--- src/rtl/mem_bus_perf_monitor.sv ---
// rtl/mem_bus_perf_monitor.sv - passive performance monitor on the native core memory bus.
// Optional fetch trace buffer is built only when MON_TRACE_EN is defined.
module mem_bus_perf_monitor #(
  parameter int                 AW             = 32,
  parameter int                 CW             = 32,
  parameter int                 NCH            = 4,
  parameter logic [NCH*AW-1:0]  CH_BASE        = '0,
  parameter logic [NCH*AW-1:0]  CH_MASK        = '0,
  parameter logic [AW-1:0]      DONE_ADDR      = 'h10,
  parameter int unsigned        TIMEOUT_CYCLES = 30000000,
  parameter int                 TRACE_DEPTH    = 8,
  localparam int                TW             = $clog2(TRACE_DEPTH)
) (
  input  logic              clk,
  input  logic              rst,
  input  logic              start,
  input  logic              clear,
  input  logic              mem_valid,
  input  logic              mem_instr,
  input  logic              mem_ready,
  input  logic [AW-1:0]     mem_addr,
  input  logic [31:0]       mem_wdata,
  input  logic [3:0]        mem_wstrb,
  input  logic [31:0]       mem_rdata,
  output logic [1:0]        state,
  output logic              done,
  output logic              timeout,
  output logic [31:0]       done_data,
  output logic [CW-1:0]     cycle_count,
  output logic [CW-1:0]     fetch_count,
  output logic [CW-1:0]     load_count,
  output logic [CW-1:0]     store_count,
  output logic [CW-1:0]     wait_count,
  output logic [NCH*CW-1:0] chan_count,
  input  logic [TW-1:0]     trace_idx,
  output logic [AW-1:0]     trace_pc,
  output logic [31:0]       trace_instr,
  output logic [TW:0]       trace_fill
);

  typedef enum logic [1:0] {
    S_IDLE    = 2'd0,
    S_RUN     = 2'd1,
    S_DONE    = 2'd2,
    S_TIMEOUT = 2'd3
  } state_t;

  localparam logic [CW-1:0] TO_LAST = CW'(TIMEOUT_CYCLES - 1);

  state_t state_q, state_d;
  logic   xfer, is_fetch, is_store, is_load, run, done_hit, to_hit, wipe;

  assign xfer     = mem_valid && mem_ready;
  assign is_fetch = xfer && mem_instr;
  assign is_store = xfer && (|mem_wstrb);
  assign is_load  = xfer && !mem_instr && (mem_wstrb == 4'h0);
  assign run      = (state_q == S_RUN);
  assign done_hit = is_store && (mem_addr == DONE_ADDR);
  assign to_hit   = (TIMEOUT_CYCLES != 0) && (cycle_count == TO_LAST);
  assign wipe     = rst || clear;

  function automatic logic [CW-1:0] sat_inc(input logic [CW-1:0] v);
    return (&v) ? v : v + 1'b1;
  endfunction

  always_ff @(posedge clk) begin
    if (wipe) state_q <= S_IDLE;
    else      state_q <= state_d;
  end

  // Completion is checked before timeout so a same-cycle tie ends in DONE.
  always_comb begin
    state_d = state_q;
    case (state_q)
      S_IDLE:  if (start) state_d = S_RUN;
      S_RUN: begin
        if (done_hit)    state_d = S_DONE;
        else if (to_hit) state_d = S_TIMEOUT;
      end
      default: state_d = state_q;
    endcase
  end

  assign state   = state_q;
  assign done    = (state_q == S_DONE);
  assign timeout = (state_q == S_TIMEOUT);

  always_ff @(posedge clk) begin
    if (wipe) begin
      cycle_count <= '0;
      fetch_count <= '0;
      load_count  <= '0;
      store_count <= '0;
      wait_count  <= '0;
      done_data   <= '0;
    end else if (run) begin
      cycle_count <= sat_inc(cycle_count);
      if (is_fetch)                 fetch_count <= sat_inc(fetch_count);
      if (is_load)                  load_count  <= sat_inc(load_count);
      if (is_store)                 store_count <= sat_inc(store_count);
      if (mem_valid && !mem_ready)  wait_count  <= sat_inc(wait_count);
      if (done_hit)                 done_data   <= mem_wdata;
    end
  end

  for (genvar i = 0; i < NCH; i++) begin : g_chan
    logic [AW-1:0] mask;
    logic [CW-1:0] cnt;
    logic          hit;
    assign mask = CH_MASK[i*AW +: AW];
    assign hit  = xfer && ((mem_addr & mask) == (CH_BASE[i*AW +: AW] & mask));
    always_ff @(posedge clk) begin
      if (wipe)            cnt <= '0;
      else if (run && hit) cnt <= sat_inc(cnt);
    end
    assign chan_count[i*CW +: CW] = cnt;
  end

`ifdef MON_TRACE_EN
  logic [AW+31:0] tbuf [TRACE_DEPTH];
  logic [TW-1:0]  wrptr, rdptr;
  logic [TW:0]    fill;

  always_ff @(posedge clk) begin
    if (wipe) begin
      wrptr <= '0;
      fill  <= '0;
    end else if (run && is_fetch) begin
      wrptr <= wrptr + 1'b1;
      if (fill != (TW+1)'(TRACE_DEPTH)) fill <= fill + 1'b1;
    end
  end

  always_ff @(posedge clk) begin
    if (!wipe && run && is_fetch) tbuf[wrptr] <= {mem_addr, mem_rdata};
  end

  // Pointer arithmetic wraps at TRACE_DEPTH because TRACE_DEPTH is a power of two.
  assign rdptr       = wrptr - TW'(1) - trace_idx;
  assign trace_pc    = tbuf[rdptr][AW+31:32];
  assign trace_instr = tbuf[rdptr][31:0];
  assign trace_fill  = fill;
`else
  logic unused_trace;
  assign unused_trace = ^{mem_rdata, trace_idx};
  assign trace_pc     = '0;
  assign trace_instr  = '0;
  assign trace_fill   = '0;
`endif

endmodule

--- config.mk ---
export PLATFORM = sky130hd
export DESIGN_NAME = mem_bus_perf_monitor
export DESIGN_NICKNAME = d
export VERILOG_FILES = /design/src/rtl/mem_bus_perf_monitor.sv
export SDC_FILE = /design/constraint.sdc
export NUM_CORES = 1
export LEC_CHECK = 0
export ABC_CLOCK_PERIOD_IN_PS = 2800
export BUFFER_PORTS_ARGS = -buffer_cell sky130_fd_sc_hd__buf_2
export CORE_AREA = 2 2 196 198
export CTS_CLUSTER_DIAMETER = 40
export DETAILED_ROUTE_END_ITERATION = 16
export DIE_AREA = 0 0 198 200
export PLACE_DENSITY_LB_ADDON = 0.12
export SYNTH_ARGS = -nofsm -noshare
export SYNTH_HDL_FRONTEND = slang
export SYNTH_SLANG_ARGS = --single-unit
--- constraint.sdc ---
create_clock -name clk -period 2.8 [get_ports clk]
set_input_delay 0.42 -clock clk [delete_from_list [all_inputs] [get_ports clk]]
set_output_delay 0.42 -clock clk [all_outputs]
set_load 0.01 [all_outputs]
# Word level (Yosys, flattened, before mapping)
# Index checks and enable logic that the tools add are counted.
[word_totals]
reg_bits = 322
input_bits = 110
out_inout_bits = 392
elab_cells = 75
[classes]
n_addsub = 9
n_eq_ne = 7
n_mux = 4
bitwise_logic = 9
n_reduce_logical = 35
[ops]
columns = ["op", "count"]
rows = [
  ["adder 32 x 1 -> 32 bit (second input constant)", 9],
  ["AND reduction 32 bit", 9],
  ["== test 32 x 25 -> 1 bit (second input constant)", 1],
  ["== test 32 x 5 -> 1 bit (second input constant)", 1],
  ["AND reduction 3 bit", 5],
  ["AND reduction 2 bit", 6],
  ["NOT 1 bit", 9],
  ["logical AND 1 bit", 8],
  ["2-to-1 mux 2 bit", 3],
  ["== test 2 bit (second input constant)", 2],
  ["logical NOT 4 bit", 1],
  ["one-hot mux 2 bit (2 select lines)", 1],
  ["OR reduction 4 bit", 1],
  ["!= test 3 x 1 -> 1 bit (second input constant)", 1],
  ["== test 2 x 1 -> 1 bit (second input constant)", 1],
  ["logical NOT 1 bit", 2],
  ["logical NOT 2 bit", 1],
  ["!= test 2 bit (second input constant)", 1],
  ["nonzero test 2 bit", 1],
  ["logical OR 1 bit", 1],
]

# Depth between registers and ports, before layout
# Gate-level depths: netlist (run 1).
[depth]
depth_word = 5
depth_mapped = 8
mapped_depth_nobuf = 6

# Worst setup path before layout (run 1)
# No wires, ideal clock.
[synth_path]
path_kind = "input-to-reg"
start = "input mem_wstrb[1]"
end = "register load_count[23]"
arrival_ps = 2254
required_time_ps = 2685
path_slack_ps = 432
path_stages = 6
path_cell_list = "or4_1 > or4_1 > clkbuf_2 > buf_2 > o31a_1 > o21a_1"
[synth_via]
elab_chain_cells = 3
[synth_rtl]
columns = ["element", "line", "text"]
rows = [
  ["start: declaration", "23", "input logic [3:0] mem_wstrb,"],
  ["logical NOT 4 bit", "56", "assign is_load = xfer && !mem_instr && (mem_wstrb == 4'h0);"],
  ["logical AND 1 bit", "56", ""],
  ["AND reduction 3 bit (no source line)", "-", ""],
  ["end signal: assignment", "99", "if (is_load) load_count <= sat_inc(load_count);"],
  ["end: declaration", "31", "output logic [CW-1:0] load_count,"],
]
# Every way passes these cells.
# A chain may end at the register's enable or synchronous reset.

# Final worst setup path (run 1)
[layout_path]
start = "register load_count[2]"
end = "register load_count[27]"
[layout_via]
elab_chain_cells = 3
word_cells_on_any_way = 4
[layout_rtl]
columns = ["element"]
rows = [
  ["parallel branches: the longest is 3 deep, another holds adder 32 x 1 -> 32 bit"],
]
# Several ways; the timed one is not identified.

==> results.cfg, run 1 <==
[clocking]
clk-insertion-delay-late_ns = 0.59
cts_made_buffers = 53
cts.sinks = 322
cts_tree = yes
root_buffer = clkbuf_16
cts_max_level = 2
cts.reportedPaths.clkPinSlew_ns = 0.05
cts_resized = 0
clockBufferDepth = 3
post_cts_buffers = 0
hold_buffers = 0

[global_route]
grt-ovfl-total = 0
grt_pass1_wl_um = 80860
antenna_found_initial = 2
grt_max_degree = 90
grt_pass1_vias = 15260
grt_usage_pct = 25.13

[placed_design]
place_congestion = 0.8903
port_buffers = 398
dpl-instance-area_mm2 = 0.01887
dp_hpwl_um = 37220
pre_cts_slack_ns = 0.1610
dp.cells = 2842

[power_and_ir_drop]
power.density_mw_per_mm2 = 566.4
finalPower_mw = 11.77
max-vdd-ir-drop_uv = 396.4
power_leakage_nw = 7.773

[floorplanning]
core_area_mm2 = 0.03740
floorplan.initialDensity_pct = 43.80
fp.dieH_um = 200
fp.dieW_um = 198
die_area_mm2 = 0.03960
num_rows = 71
ios = 502

[worst_setup_path]
cp.required_ns = 3.32
critPathLaunch = load_count[2]$_SDFFE_PP0P_
startpoint_type = register
ff2ff_setup_slack_ns = 0.24
crit_chain = nand3_2 -> or3_1 -> or4_1 -> or4_1 -> a21oi_1
r2r-start = load_count[2]$_SDFFE_PP0P_
path_buf_inv = 0
reg2regPathDepth = 5
critPathTopFamily = simple AND/OR/NAND/NOR gates
crit_path_end_kind = register
critPathMaxStageDelay_ns = 0.72
crit_path_end = load_count[27]$_SDFFE_PP0P_
r2r-end = load_count[27]$_SDFFE_PP0P_
crit_type = register to register
critPathSlowestCell = or4_1
critPathMostFrequentCell = or4_1
cp_num_cells = 5
arrival_ns = 3.07
crit_path_max_fanout = 17

[timing]
maxSlewHeadroom_pct = 39.14
timing.fmax_ghz = 0.3914
finalCritPeriodShare_pct = 91.26
timing.hold.ws_ns = 0.07108
rsz0062_at_grt = false
skew_ns = 0.01980
setup-violations-final = 0
worst_slack_ns = 0.2448
slew_viol_final = 0
final.setup.tns_ns = 0
period_minus_slack_ns = 2.555
worstMarginPinSlew_ns = 0.9051
final_hold_viol_count = 0

[detailed_routing]
highest_layer = met5
wl_per_cell_um = 17.67
drt_iter0_drc = 987
vias_per_cell = 5.747
drc = 0
num_vias = 16910
routed-wl-met3_um = 3487
wl_met2_um = 24880
wl_met1_um = 22170
totalWireLength_um = 52000
drtAntennaViolNets = 0
firstDrtPassIters = 4

[synth]
synthTopCellsByArea = dfxtp_1, a21oi_1, or3_1, or4_1, nand2_1
yosysMostFrequentCell = dfxtp_1
async_reset_ff_share_pct = 0
synth-edff-count = 0
synth-warning-count = 0
avgSynthCellArea_um2 = 8.272
dominantRegCellSynth = dfxtp_1
ys_ff_latch = 322
synth_top_cell_by_area = dfxtp_1
yosysSeqAreaShare_pct = 39.36
yosysUniqueCellTypes = 58
synthTopCellsByCount = dfxtp_1, nand2_1, a21oi_1, nor2_1, or3_1
netlist_instances = 1980
synth_area_mm2 = 0.01638
synth_largest_type_area_fraction_pct = 39.36

[layout]
fin_cells = 2942
antennaDiodeCount = 0
fin_nets = 2505
nFillCells = 3502
drive_above_1_share_pct = 23.69
postLayoutCellArea_mm2 = 0.02078
area_growth_pct = 26.84
final_core_util_pct = 55.55

[flow_run]
drv_cap = 0

[worst_hold_path]
worstHoldPathType = input port to register

[run_status]
status = finished clean
-- cell type report --
class / instances / area [µm²] / area share, %
Clock buffer: 68 / 1473 / 7.088
Clock inverter: 32 / 429.2 / 2.066
Inverter: 29 / 108.9 / 0.5239
Multi-Input combinational cell: 1527 / 9200 / 44.28
Sequential cell: 322 / 6446 / 31.03
Tap cell: 511 / 639.4 / 3.077
Timing Repair Buffer: 453 / 2480 / 11.94
-- state kept, by name (all words and copies together), names as in the netlist --
| signal | count |
|---|---|
| g_chan.cnt | 128 |
| cycle_count | 32 |
| wait_count | 32 |
| done_data | 32 |
| load_count | 32 |
| state | 2 |
| store_count | 32 |
| fetch_count | 32 |
-- how the worst min path moves through the flow --
stage                                   start                              to  slack, ns  depth (start not counted)
6_report                        mem_wdata[17]      done_data[17]$_SDFFE_PP0P_       0.07                          3
5_1_grt                          mem_wdata[4]       done_data[4]$_SDFFE_PP0P_       0.06                          3
3_3_place_gp       done_data[29]$_SDFFE_PP0P_      done_data[29]$_SDFFE_PP0P_       0.47                          2
4_1_cts                         mem_wdata[17]      done_data[17]$_SDFFE_PP0P_       0.04                          3
2_1_floorplan  g_chan[2].cnt[23]$_SDFFE_PP0P_  g_chan[2].cnt[23]$_SDFFE_PP0P_       0.50                          2
3_5_place_dp        done_data[5]$_SDFFE_PP0P_       done_data[5]$_SDFFE_PP0P_       0.48                          2
-- logic make-up after synthesis --
kind of cell / Yosys count / share of synthesized area [%]
simple gates: 901 / 30.53
compound gates: 428 / 16.24
flops: 322 / 39.36
fa+ha+maj: 9 / 0.6875
other cells: 1 / 0.02289
xor+xnor: 59 / 3.155
mux: 62 / 3.789
buf+inv: 198 / 6.218
-- layer usage --
layer,vias up,global-route usage [%]
li1,8225,-
met1,8049,31.00
met2,539,43.15
met3,94,5.544
met4,2,9.162
met5,-,0
-- power breakdown --
part / switching [mW] / internal (mW) / total, mW
sequential: 0.00239 / 4.59 / 4.59
combinational: 0.209 / 0.0844 / 0.293
clock: 2.41 / 4.48 / 6.88
-- layout by cell type (no fill, tap or decap), types with 72 or more instances in the layout --
master   Yosys  routed
nand4_1     93      93
a21oi_1    158     158
o21ai_0     81      81
buf_2       15     398
nand2_1    168     168
nor2_1     144     143
dfxtp_1    322     322
o31ai_1     73      72
or3_1      116     116
or4_1       91      91
nand3_1     96      96
-- worst min-delay path, cell delays in order --
cell     delay [ns]
buf_2          0.07
mux2i_1        0.05
nor2_1         0.07
No activity file was read; power rests on OpenSTA's default activity.
==> run 2, diff against run 1 <==
--- a/config.mk
+++ b/config.mk
@@ -5,7 +5,7 @@
 export SDC_FILE = /design/constraint.sdc
 export NUM_CORES = 1
 export LEC_CHECK = 0
-export ABC_CLOCK_PERIOD_IN_PS = 2800
+export ABC_CLOCK_PERIOD_IN_PS = 2500
 export BUFFER_PORTS_ARGS = -buffer_cell sky130_fd_sc_hd__buf_2
 export CORE_AREA = 2 2 196 198
 export CTS_CLUSTER_DIAMETER = 40
==> constraint.sdc (replaced) <==
create_clock -name clk -period 2.5 [get_ports clk]
set_input_delay 0.375 -clock clk [delete_from_list [all_inputs] [get_ports clk]]
set_output_delay 0.375 -clock clk [all_outputs]
set_load 0.01 [all_outputs]
==> run 2 against run 1 <==
  * Fmax increased by 8.3%
  * Non-clock buffer count increased by 50
  * Critical path depth increased by 1
==> results.cfg, run 2 (same netlist as run 1, synthesis figures left out) <==
[timing]
worst_slack_ns = 0.1407
skew_ns = 0.01658
final_hold_viol_count = 0
timing.fmax_ghz = 0.4238
maxSlewHeadroom_pct = 32.14
period_minus_slack_ns = 2.359
setup-violations-final = 0
finalCritPeriodShare_pct = 94.37
slew_viol_final = 0
worstMarginPinSlew_ns = 1.015
rsz0062_at_grt = false

[clocking]
clk-insertion-delay-late_ns = 0.58
clockBufferDepth = 3
cts_max_level = 2
cts_made_buffers = 53
cts.reportedPaths.clkPinSlew_ns = 0.06
cts_tree = yes
cts.sinks = 322
root_buffer = clkbuf_16

[layout]
postLayoutCellArea_mm2 = 0.02122
final_core_util_pct = 56.74
nFillCells = 3515
drive_above_1_share_pct = 25.08
fin_nets = 2555
top_register = g_chan.cnt
final-seq-area_mm2 = 0.006446
area_growth_pct = 29.56
multi_input_area_mm2 = 0.009225
layout_commonest_cell = buf_2
largest_reg_flops = 128
final_cell_mix = buf_2, dfxtp_1, nand2_1

[detailed_routing]
drc = 0
drt_iter0_drc = 951
wl_per_cell_um = 17.59
totalWireLength_um = 52630
num_vias = 17090
firstDrtPassIters = 7
vias_per_cell = 5.713
drtAntennaViolNets = 0

[placed_design]
port_buffers = 398
place_congestion = 0.8819
pre_cts_slack_ns = -0.2124
dpl-instance-area_mm2 = 0.01919
dp_hpwl_um = 38220

[worst_setup_path]
crit_path_end_kind = register
critPathSlowestCell = nor3_4
crit_chain = and4b_1 -> nand2_1 -> nor3_4 -> buf_12 -> mux2i_1 -> nor2_1
critPathMaxStageDelay_ns = 0.85
startpoint_type = register
cp.required_ns = 2.97
arrival_ns = 2.83
crit_type = register to register
crit_path_max_fanout = 20

[power_and_ir_drop]
p_sw_mw = 3.019
max-vdd-ir-drop_uv = 583.7
power.share.sequential_pct = 38.6
power_leakage_nw = 8.008
power.density_mw_per_mm2 = 627.0
p_sw_share_pct = 22.69
combPwrFrac_pct = 2.7
power_frac_clock_pct = 58.7
intPower_mw = 10.29

[global_route]
grt-ovfl-total = 0
antenna_found_initial = 3
grt_pass1_wl_um = 83040
grt_pass1_vias = 15830
grt_usage_pct = 25.87
grt_max_degree = 46

[floorplanning]
core_area_mm2 = 0.03740
die_area_mm2 = 0.03960
fp.dieH_um = 200
floorplan.initialDensity_pct = 43.80
fp.dieW_um = 198
num_rows = 71
ios = 502

[worst_hold_path]
worstHoldPathType = input port to register

[flow_run]
drv_cap = 0

[run_status]
status = finished clean
-- run 2: cell types whose count changed in the layout (fill, tap and decap cells not counted), sizes merged --
cell	change
inv	+5
buf	+42
dlygate4sd3	+8
clkinvlp	+4
diode	+1
clkinv	-6
clkbuf	-4
-- run 2: critical path, delay by kind of cell, from the launching register on --
kind                   cells  cell delay (ns)
flip-flops                 1             0.36
AND/OR/NAND/NOR            4             1.36
buffers and inverters      1             0.28
multiplexers               1             0.23
-- run 2: what timing repair did --
| item | 4_1_cts | 5_1_grt |
|---|---|---|
| endpoints found under the setup margin | 0 | 16 |
| resized for setup | 0 | 4 |
| hold endpoints to repair | 8 | 0 |
| buffers inserted | 0 | 2 |
| hold buffers | 8 | 0 |
-- run 2: final cells by class --
class | count | share of cell area, %
antenna | 1 | 0.01179
clock inverter | 35 | 2.128
sequential | 322 | 30.38
timing repair buffer | 503 | 13.61
multi-input combinational | 1527 | 43.47
clock buffer | 64 | 6.880
inverter | 29 | 0.5129
tap | 511 | 3.013
-- run 2: layer usage --
metal / GRT usage, % / part of all wire [%] / vias to the layer above
li1: - / - / 8313
met1: 31.72 / 42 / 8104
met2: 43.57 / 47 / 559
met3: 6.502 / 7.0 / 115
met4: 10.53 / 3.8 / 2
met5: 0 / 0.025 / -
-- run 2: path summary, 6_finish.rpt --
check	from	endpoint	slack, ns	cells after the start
worst max-delay path	state[0]$_SDFFE_PP0P_	done_data[26]$_SDFFE_PP0P_	0.14	6
worst min register to register	wait_count[23]$_SDFFE_PP0P_	wait_count[23]$_SDFFE_PP0P_	0.49	2
worst min-delay path	mem_wdata[7]	done_data[7]$_SDFFE_PP0P_	0.03	3
worst max register to register	state[0]$_SDFFE_PP0P_	done_data[26]$_SDFFE_PP0P_	0.14	6
-- run 2: power groups by stage --
stage | Sequential, mW | Clock (mW) | Combinational [mW]
after CTS | 5.14 | 7.94 | 0.353
after floorplan | 5.25 | 0 | 0.253
after detailed placement | 5.25 | 0 | 0.344
after global placement | 5.25 | 0 | 0.340
after global routing | 5.14 | 8.19 | 0.388
final | 5.14 | 7.81 | 0.355
-- run 2: through the flow --
step / setup TNS, ns / std cells / power, mW / hold WS [ns]
floorplan: 0 / 2047 / 5.504 / 0.4952
finish: 0 / 2992 / 13.31 / 0.03007
global route: 0 / 2992 / 13.72 / 0.01432
detailed placement: -3.751 / 2882 / 5.593 / 0.4771
global placement: -2.887 / 2882 / 5.589 / 0.4696
CTS: 0 / 2989 / 13.43 / 0.0006416
==> run 3, diff against run 2 <==
--- a/config.mk
+++ b/config.mk
@@ -6,11 +6,11 @@
 export NUM_CORES = 1
 export LEC_CHECK = 0
 export ABC_CLOCK_PERIOD_IN_PS = 2500
-export BUFFER_PORTS_ARGS = -buffer_cell sky130_fd_sc_hd__buf_2
 export CORE_AREA = 2 2 196 198
 export CTS_CLUSTER_DIAMETER = 40
 export DETAILED_ROUTE_END_ITERATION = 16
 export DIE_AREA = 0 0 198 200
+export DONT_BUFFER_PORTS = 1
 export PLACE_DENSITY_LB_ADDON = 0.12
 export SYNTH_ARGS = -nofsm -noshare
 export SYNTH_HDL_FRONTEND = slang
==> run 3 against run 2 <==
  * Combinational power down 11%
  * Fmax fell by 1.0%
  * Sequential cell count did not move
  * Setup slack got worse by 0.024 ns
  * Wire length up 0.17%
  * Non-clock buffer count shrank 302
  * First-iteration DRC count down 0.11%
  * Clock power up 2%
  * Sequential share of layout area up 1.7 points
  * Power up 0.61%
  * Sequential power is essentially flat
==> results.cfg, run 3 (same netlist as run 1, synthesis figures left out) <==
[floorplanning]
fp.dieW_um = 198
num_rows = 71
ios = 502
core_area_mm2 = 0.03740
fp.dieH_um = 200
floorplan.initialDensity_pct = 43.80
die_area_mm2 = 0.03960

[clocking]
cts_tree = yes
cts.sinks = 322
root_buffer = clkbuf_16
cts_made_buffers = 55
clockBufferDepth = 3
cts_max_level = 2
clk-insertion-delay-late_ns = 0.59
cts.reportedPaths.clkPinSlew_ns = 0.05

[timing]
slew_viol_final = 0
maxSlewHeadroom_pct = 53.46
timing.hold.ws_ns = 0.1714
timing.fmax_ghz = 0.4196
finalCritPeriodShare_pct = 95.34
period_minus_slack_ns = 2.383
skew_ns = 0.02777
final.setup.tns_ns = 0
setup-violations-final = 0
worstMarginPinSlew_ns = 0.6917
final_hold_viol_count = 0
rsz0062_at_grt = false

[layout]
final_cell_mix = dfxtp_1, nand2_1, buf_4
fin_nets = 2255
postLayoutCellArea_mm2 = 0.02009
final-seq-area_mm2 = 0.006446
area_growth_pct = 22.65
fin_cells = 2694
layout_commonest_cell = dfxtp_1
nFillCells = 3455
multi_input_area_mm2 = 0.009220
drive_above_1_share_pct = 13.53
top_register = g_chan.cnt
largest_reg_flops = 128

[detailed_routing]
num_vias = 15990
drt_iter0_drc = 950
wl_per_cell_um = 19.57
firstDrtPassIters = 5
drc = 0
totalWireLength_um = 52720
vias_per_cell = 5.935
drtAntennaViolNets = 0

[worst_setup_path]
critPathTopFamily = compound AO/OA/AOI/OAI gates
crit_type = register to register
crit_chain = nand4_1 -> or2_2 -> o41ai_1 -> buf_4 -> o21ai_0 -> a21oi_1
arrival_ns = 2.90
path_buf_inv = 1
crit_path_end_kind = register
cp.required_ns = 3.02
startpoint_type = register
critPathMaxStageDelay_ns = 0.63
crit_path_max_fanout = 11
critPathSlowestCell = o41ai_1

[global_route]
grt_usage_pct = 25.47
grt-ovfl-total = 0
grt_max_degree = 49
antenna_found_initial = 2
grt_pass1_vias = 14660
grt_pass1_wl_um = 80650

[power_and_ir_drop]
power.density_mw_per_mm2 = 666.4
power.share.sequential_pct = 38.4
max-vdd-ir-drop_uv = 495.9
p_sw_mw = 2.916
intPower_mw = 10.47
p_sw_share_pct = 21.78
power_frac_clock_pct = 59.2
combPwrFrac_pct = 2.4
power_leakage_nw = 6.440
finalPower_mw = 13.39

[worst_hold_path]
worstHoldPathType = input port to register

[placed_design]
place_congestion = 0.9015
dp_hpwl_um = 37260
port_buffers = 0
dpl-instance-area_mm2 = 0.01770
dp.cells = 2553

[flow_run]
drv_cap = 0

[run_status]
status = finished clean
==> run 3: cell count changes in the layout (fill, tap and decap cells not counted), moves of 2 or more <==
cell           change
o31ai_2            -2
inv_8              -2
buf_2            -398
clkinv_4           +2
dlygate4sd3_1     +26
inv_6              -5
clkbuf_16          +2
clkbuf_8           +7
o31ai_1            +2
buf_4             +69
==> run 3: stage by stage <==
step	util (%)	worst slack [ns]
floorplan	-	0.1767
global placement	47.33	0.07978
detailed placement	47.33	0.02022
CTS	53.63	0.01286
global route	53.72	0.009436
finish	53.72	0.1166
==> run 3: metal layers <==
metal | share of wire, % | vias to the layer above | GRT usage, %
met4 | 3.9 | 0 | 11.17
li1 | - | 7713 | -
met3 | 9.2 | 111 | 7.829
met2 | 48 | 560 | 43.48
met1 | 39 | 7604 | 29.55
met5 | 0 | - | 0
==> run 3: repair_timing <==
item                                   4_1_cts  5_1_grt
resized for setup                            0        3
endpoints found under the hold margin       60        0
setup endpoints to repair                    0       16
setup buffers                                0        1
hold buffers                                36        0
==> run 3: worst paths after layout <==
check / from / to / slack, ns / cells after the start
hold / removal: mem_instr / fetch_count[16]$_SDFFE_PP0P_ / 0.17 / 3
hold reg to reg: fetch_count[2]$_SDFFE_PP0P_ / fetch_count[2]$_SDFFE_PP0P_ / 0.50 / 2
setup reg to reg: g_chan[3].cnt[13]$_SDFFE_PP0P_ / g_chan[3].cnt[21]$_SDFFE_PP0P_ / 0.12 / 6
setup / recovery: g_chan[3].cnt[13]$_SDFFE_PP0P_ / g_chan[3].cnt[21]$_SDFFE_PP0P_ / 0.12 / 6
==> run 3: worst register-to-register path: cells and delay by family (launching register included) <==
kind | cells | cell delay (ns)
compound gates | 3 | 0.89
simple gates | 2 | 0.69
flops | 1 | 0.46
buf+inv | 1 | 0.28
==> run 3: power by group through the flow <==
stage          registers, mW  logic, mW  clock network [mW]
2_1_floorplan           5.25      0.253                   0
3_3_place_gp            5.25      0.239                   0
3_5_place_dp            5.25      0.241                   0
4_1_cts                 5.14      0.312                8.07
5_1_grt                 5.14      0.342                8.32
6_report                5.14      0.315                7.93
==> run 3: final cells by class <==
cell class | instances | area share [%]
Multi-Input combinational cell | 1527 | 45.90
Inverter | 29 | 0.5419
Clock buffer | 74 | 8.016
Timing Repair Buffer | 201 | 8.433
Sequential cell | 322 | 32.09
Tap cell | 511 | 3.183
Clock inverter | 28 | 1.819
Antenna cell | 2 | 0.02491
